--- config.mk ---
export PLATFORM = sky130hd
export DESIGN_NAME = mem_arbiter
export DESIGN_NICKNAME = d
export VERILOG_FILES = /design/src/rtl/mem_arbiter.sv
export SDC_FILE = /design/constraint.sdc
export NUM_CORES = 1
export LEC_CHECK = 0
export ABC_CLOCK_PERIOD_IN_PS = 3200
export CORE_MARGIN = 2
export CORE_UTILIZATION = 28
export CTS_CLUSTER_DIAMETER = 50
export DETAILED_ROUTE_END_ITERATION = 10
export PLACE_DENSITY_LB_ADDON = 0.08
export RECOVER_POWER = 50
export REMOVE_ABC_BUFFERS = 1
export SLEW_MARGIN = 20
export SYNTH_ARGS = -nofsm -noshare
export SYNTH_HDL_FRONTEND = slang
export SYNTH_SLANG_ARGS = --single-unit
--- constraint.sdc ---
create_clock -name CLK -period 3.2 [get_ports CLK]
set_clock_uncertainty 0.15 [all_clocks]
set_input_delay 0.32 -clock CLK [delete_from_list [all_inputs] [get_ports CLK]]
set_output_delay 0.32 -clock CLK [all_outputs]
set_load 0.1 [all_outputs]
--- src/rtl/mem_arbiter.sv ---
// -----------------------------------------------------------------------------
// mem_arbiter
//
// Shares one single-port synchronous memory between the CPU control path
// (fetch / LDW / STW) and a peripheral port (program loader / display DMA).
// The CPU wins by default. A peripheral that has been refused MAX_WAIT cycles
// in a row is forced through. A locked peripheral burst may keep the port for
// up to BURST_MAX consecutive grants before the CPU gets a turn.
//
// Grants are combinational from the live requests and the registered
// arbiter history, so an uncontended access issues in the same cycle.
// Read data comes back one cycle after the grant and is steered to whichever
// requester issued the read.
//
// Parameters:
//   AW        address width
//   DW        data width
//   MAX_WAIT  refused peripheral cycles before the peripheral is forced (1..15)
//   BURST_MAX longest locked peripheral run (1..15)
//
// Ports:
//   CLK, reset                      clock (rising edge), async active-high reset
//   c_req/c_we/c_addr/c_wdata       CPU request, held until c_gnt
//   c_gnt, cpu_stall                CPU grant this cycle, c_req & ~c_gnt
//   c_rvalid, c_rdata               CPU read return (one cycle after grant)
//   p_req/p_we/p_addr/p_wdata/p_lock peripheral request and burst-lock hint
//   p_gnt, p_rvalid, p_rdata        peripheral grant and read return
//   mem_en/mem_we/mem_addr/mem_wdata memory port controls (all 0 when idle)
//   mem_rdata                       memory read data, valid one cycle after read
// -----------------------------------------------------------------------------
module mem_arbiter #(
  parameter int unsigned AW        = 8,
  parameter int unsigned DW        = 16,
  parameter int unsigned MAX_WAIT  = 4,
  parameter int unsigned BURST_MAX = 4
) (
  input  logic          CLK,
  input  logic          reset,
  // CPU side
  input  logic          c_req,
  input  logic          c_we,
  input  logic [AW-1:0] c_addr,
  input  logic [DW-1:0] c_wdata,
  output logic          c_gnt,
  output logic          cpu_stall,
  output logic          c_rvalid,
  output logic [DW-1:0] c_rdata,
  // Peripheral side
  input  logic          p_req,
  input  logic          p_we,
  input  logic [AW-1:0] p_addr,
  input  logic [DW-1:0] p_wdata,
  input  logic          p_lock,
  output logic          p_gnt,
  output logic          p_rvalid,
  output logic [DW-1:0] p_rdata,
  // Memory port
  output logic          mem_en,
  output logic          mem_we,
  output logic [AW-1:0] mem_addr,
  output logic [DW-1:0] mem_wdata,
  input  logic [DW-1:0] mem_rdata
);

  // Arbiter history: who (if anyone) was granted in the previous cycle.
  typedef enum logic [1:0] {
    ST_IDLE   = 2'd0,
    ST_CPU    = 2'd1,
    ST_PBURST = 2'd2
  } arb_state_t;

  // Read-return owner encoding.
  localparam logic [1:0] OWN_NONE = 2'd0;
  localparam logic [1:0] OWN_CPU  = 2'd1;
  localparam logic [1:0] OWN_PERI = 2'd2;

  localparam logic [3:0] MAX_WAIT_C  = 4'(MAX_WAIT);
  localparam logic [3:0] BURST_MAX_C = 4'(BURST_MAX);

  arb_state_t  state_r;
  logic [3:0]  wait_cnt_r;
  logic [3:0]  burst_cnt_r;
  logic [1:0]  rd_owner_r;

  logic        burst_hold_s;
  logic        starve_s;
  logic        c_win_s;
  logic        p_win_s;

  // Saturating 4-bit increment towards a ceiling.
  function automatic logic [3:0] sat_inc(input logic [3:0] val, input logic [3:0] ceil);
    logic [3:0] res;
    if (val < ceil) begin
      res = val + 4'd1;
    end else begin
      res = ceil;
    end
    return res;
  endfunction

  // Priority conditions that can override the CPU's default priority.
  always_comb begin
    burst_hold_s = 1'b0;
    starve_s     = 1'b0;
    // A locked burst keeps the port only while it is shorter than BURST_MAX;
    // at BURST_MAX the lock is ignored for this arbitration.
    if ((state_r == ST_PBURST) && p_req && (burst_cnt_r < BURST_MAX_C)) begin
      burst_hold_s = 1'b1;
    end else begin
      burst_hold_s = 1'b0;
    end
    if ((wait_cnt_r == MAX_WAIT_C) && p_req) begin
      starve_s = 1'b1;
    end else begin
      starve_s = 1'b0;
    end
  end

  // Winner selection; reset forces both grants low without waiting for a clock.
  always_comb begin
    c_win_s = 1'b0;
    p_win_s = 1'b0;
    if (reset) begin
      c_win_s = 1'b0;
      p_win_s = 1'b0;
    end else if (burst_hold_s) begin
      p_win_s = 1'b1;
    end else if (starve_s) begin
      p_win_s = 1'b1;
    end else if (c_req) begin
      c_win_s = 1'b1;
    end else if (p_req) begin
      p_win_s = 1'b1;
    end else begin
      c_win_s = 1'b0;
      p_win_s = 1'b0;
    end
  end

  // Grant outputs and the CPU stall seen by the control FSM.
  always_comb begin
    c_gnt     = c_win_s;
    p_gnt     = p_win_s;
    cpu_stall = c_req & ~c_win_s;
  end

  // Memory port mux: the winner drives the port, an idle cycle drives zeros.
  always_comb begin
    mem_en    = c_win_s | p_win_s;
    mem_we    = 1'b0;
    mem_addr  = {AW{1'b0}};
    mem_wdata = {DW{1'b0}};
    if (c_win_s) begin
      mem_we    = c_we;
      mem_addr  = c_addr;
      mem_wdata = c_wdata;
    end else if (p_win_s) begin
      mem_we    = p_we;
      mem_addr  = p_addr;
      mem_wdata = p_wdata;
    end else begin
      mem_we    = 1'b0;
      mem_addr  = {AW{1'b0}};
      mem_wdata = {DW{1'b0}};
    end
  end

  // Arbiter FSM with its burst/starvation counters and the read-owner record.
  always_ff @(posedge CLK or posedge reset) begin
    if (reset) begin
      state_r     <= ST_IDLE;
      wait_cnt_r  <= 4'd0;
      burst_cnt_r <= 4'd0;
      rd_owner_r  <= OWN_NONE;
    end else begin
      // Next state records the kind of grant just issued.
      if (p_win_s && p_lock) begin
        state_r <= ST_PBURST;
      end else if (c_win_s) begin
        state_r <= ST_CPU;
      end else begin
        state_r <= ST_IDLE;
      end

      // Burst length. A locked grant that follows a completed burst (the
      // CPU was not asking, so the peripheral won anyway) opens a new burst
      // at 1 instead of counting past BURST_MAX.
      if (p_win_s && p_lock) begin
        case (state_r)
          ST_PBURST: begin
            if (burst_cnt_r < BURST_MAX_C) begin
              burst_cnt_r <= burst_cnt_r + 4'd1;
            end else begin
              burst_cnt_r <= 4'd1;
            end
          end
          ST_IDLE:  burst_cnt_r <= 4'd1;
          ST_CPU:   burst_cnt_r <= 4'd1;
          default:  burst_cnt_r <= 4'd1;
        endcase
      end else begin
        burst_cnt_r <= 4'd0;
      end

      // Consecutive refused peripheral cycles, saturating at MAX_WAIT.
      if (p_win_s || !p_req) begin
        wait_cnt_r <= 4'd0;
      end else begin
        wait_cnt_r <= sat_inc(wait_cnt_r, MAX_WAIT_C);
      end

      // Remember who issued a read so next cycle's data goes to them.
      if (c_win_s && !c_we) begin
        rd_owner_r <= OWN_CPU;
      end else if (p_win_s && !p_we) begin
        rd_owner_r <= OWN_PERI;
      end else begin
        rd_owner_r <= OWN_NONE;
      end
    end
  end

  // Read return steering; the non-owner sees zero data.
  always_comb begin
    c_rvalid = 1'b0;
    p_rvalid = 1'b0;
    c_rdata  = {DW{1'b0}};
    p_rdata  = {DW{1'b0}};
    case (rd_owner_r)
      OWN_CPU: begin
        c_rvalid = 1'b1;
        c_rdata  = mem_rdata;
      end
      OWN_PERI: begin
        p_rvalid = 1'b1;
        p_rdata  = mem_rdata;
      end
      OWN_NONE: begin
        c_rvalid = 1'b0;
        p_rvalid = 1'b0;
      end
      default: begin
        c_rvalid = 1'b0;
        p_rvalid = 1'b0;
      end
    endcase
  end

endmodule

==> results.cfg <==
[pwr]
power_frac_seq_pct = 18.8
power.internal_uw = 471
power_uw = 860
pwr-share-comb_pct = 62.8
pwr-share-clk_pct = 18.4
swShare_pct = 45.3
p_leak_uw = 0.00117
power_switching_uw = 389
peakVddDrop_uv = 160
power_density_mw_per_mm2 = 330

[layout]
final_net_count = 319
num_antenna_cells = 0
layout.cells.non_filler = 292
multiInputGateArea_sq_um = 676
fin_util_pct = 71.2
fill_cells = 276
drive_above_1_share_pct = 29.1
most-common-layout-cells = 68 x clkdlybuf4s50_1, 32 x and2_1, 29 x buf_12
area_growth_pct = 146
layout_commonest_cell = clkdlybuf4s50_1
regArea_sq_um = 300

[sta]
drv_slew = 0
setup_viol = 0
fin_hold_ws_ps = 360
max_freq_mhz = 356
worst_pin_slew_ps = 1160
rsz0062_at_grt = false
relSlewSlack_pct = 23.1
finalHoldViolCount = 0
finalCriticalPeriod_ps = 2810
totalNegativeSetupSlack_ps = 0
period_share_pct = 87.8

[floorplan]
ios = 134
row_count = 22
die_area_sq_mm = 0.00429
die_w_um = 65.5
chipHeight_um = 65.5
start_util_pct = 28.9
coreArea_sq_mm = 0.00366

[synth]
avgSynthCellArea_sq_um = 9.46
ys_types = 26
synth.top_cells.by_area = dfrtp_1 28%, a22o_1 21%, and2_1 19%, buf_6 5.3%, ha_1 3.5%
synth_area_sq_mm = 0.00106
ys_seq_elements = 12
post-synth-top-area-cell = dfrtp_1
ys_seq_area_share_pct = 28.3
postSynthCellCount = 112
yosys.area.top_type_share_pct = 28.3
ys_warn_count = 0

[grt]
busiest_layer = met2
grt_util_met2_pct = 34.9
grt_pass1_wl_um = 6330
track_usage_pct = 19.2
grt_antenna_before_repair = 0
use_met3_pct = 8.73
grtUsageMet1_pct = 18.5
grt_pass1_vias = 1412
grt_overflow = 0
grt_max_degree = 34

[drt]
drc = 0
vias = 1367
ant_nets = 0
wl_per_cell_um = 14.6
first_pass_iters = 4
wl_um = 4250
routed_via_density = 4.68
dr.first_iter.drc_count = 62

[clock_network]
htreeDepth = 1
cts_setup_buffers = 0
clk_pin_slew_ps = 50
cts_tree = built
numCtsBuffers = 3
clk_path_buf_depth = 2
clk_latency_ps = 230
hold_buffers = 0
clockRootBuffer = clkbuf_8
cts.sink_count = 12
cts_resized = 0

[status]
status = finished clean

[worst_setup_path]
cp.required_ps = 2730
slowest_stage = dlygate4sd3_1
end_kind = primary output
reg2reg_slack_ps = 1240
crit_family = buffers and inverters
critPathKind = in2out
cp_max_fo = 29
slowest_delay_ps = 650
worstPathArrival_ps = 2340
path_buf_inv = 3
crit_path_cell_trace = dlygate4sd3_1 > and4b_4 > a2111oi_4 > buf_4 > a22o_1 > buf_12
startpoint_type = input port

[worst_hold_path]
hold_path.class = reg2reg

[placement]
port_buffers = 133
dp_hpwl_um = 3630
dp_cells = 288
gp_congestion = 0.813

[job]
drv_cap = 0
==> cells in the mapped netlist <==
cell        n
and2_1     33
a22o_1     25
dfrtp_1    12
buf_6       5
nand2_1     5
inv_1       4
ha_1        3
nor2b_1     3
clkbuf_1    2
nor2_1      2
nor3_1      2
nor4_1      2
a2111oi_0   1
a2111oi_4   1
a31oi_4     1
and2b_1     1
and3_1      1
and4b_4     1
buf_2       1
conb_1      1
nand2b_1    1
nand3b_1    1
nor4b_2     1
o31ai_1     1
or2_1       1
or4b_4      1
==> stage by stage <==
stage / setup slack (ps) / cell area, sq um
2_1_floorplan: -983 / 995
3_3_place_gp: 525 / 2610
3_5_place_dp: 447 / 2610
4_1_cts: 453 / 2660
5_1_grt: 324 / 2610
6_report: 391 / 2610
==> kinds of logic (layout without fill, tap and decap cells) <==
| group | count (synthesis) | after routing | share of synthesized area (%) |
|---|---|---|---|
| adders and majority gates | 3 | 3 | 3.54 |
| DFF | 12 | 12 | 28.3 |
| and+or+nand+nor | 55 | 55 | 33.1 |
| other | 1 | 2 | 0.354 |
| buffers and inverters | 12 | 143 | 7.91 |
| AOI/OAI and AO/OA | 29 | 29 | 26.8 |
==> final cells by class <==
type | instances | area share [%]
timing repair buffer | 135 | 57.5
multi-input combinational | 89 | 25.9
sequential | 12 | 11.5
tap | 48 | 2.31
clock buffer | 4 | 2.11
inverter | 4 | 0.576
==> worst register-to-register path: stages, from the launching register on <==
cell and delay [ps]:
dfrtp_1 380, or4b_1 620, a31oi_4 190, buf_4 350
and3_1 210
==> worst paths after layout <==
path,cells after the start,start,endpoint
setup / recovery,6,p_req,mem_wdata[9]
hold / removal,1,wait_cnt_r[3]$_DFF_PP0_,wait_cnt_r[1]$_DFF_PP0_
setup reg to reg,4,state_r[0]$_DFF_PP0_,burst_cnt_r[0]$_DFF_PP0_
hold reg to reg,1,wait_cnt_r[3]$_DFF_PP0_,wait_cnt_r[1]$_DFF_PP0_
max in group asynchronous,2,reset,rd_owner_r[0]$_DFF_PP0_
min in group asynchronous,2,reset,state_r[0]$_DFF_PP0_
==> registers in the layout, summed over array words and instances (netlist names) <==
signal / count
rd_owner_r: 2
state_r: 2
wait_cnt_r: 4
burst_cnt_r: 4
==> routing by layer <==
layer  part of all wire [%]  vias up
met3                     11        8
met5                      0        -
met4                    2.5        0
li1                       -      664
met1                     33      606
met2                     54       89
==> power by group through the flow <==
stage               Combinational [uW]  Sequential, uW  Clock (uW)
floorplan                          313             163           0
global placement                   542             164           0
detailed placement                 547             165           0
CTS                                547             162         164
global route                       557             163         173
finish                             540             162         158
Note: power is estimated with default switching activity, not from simulation.
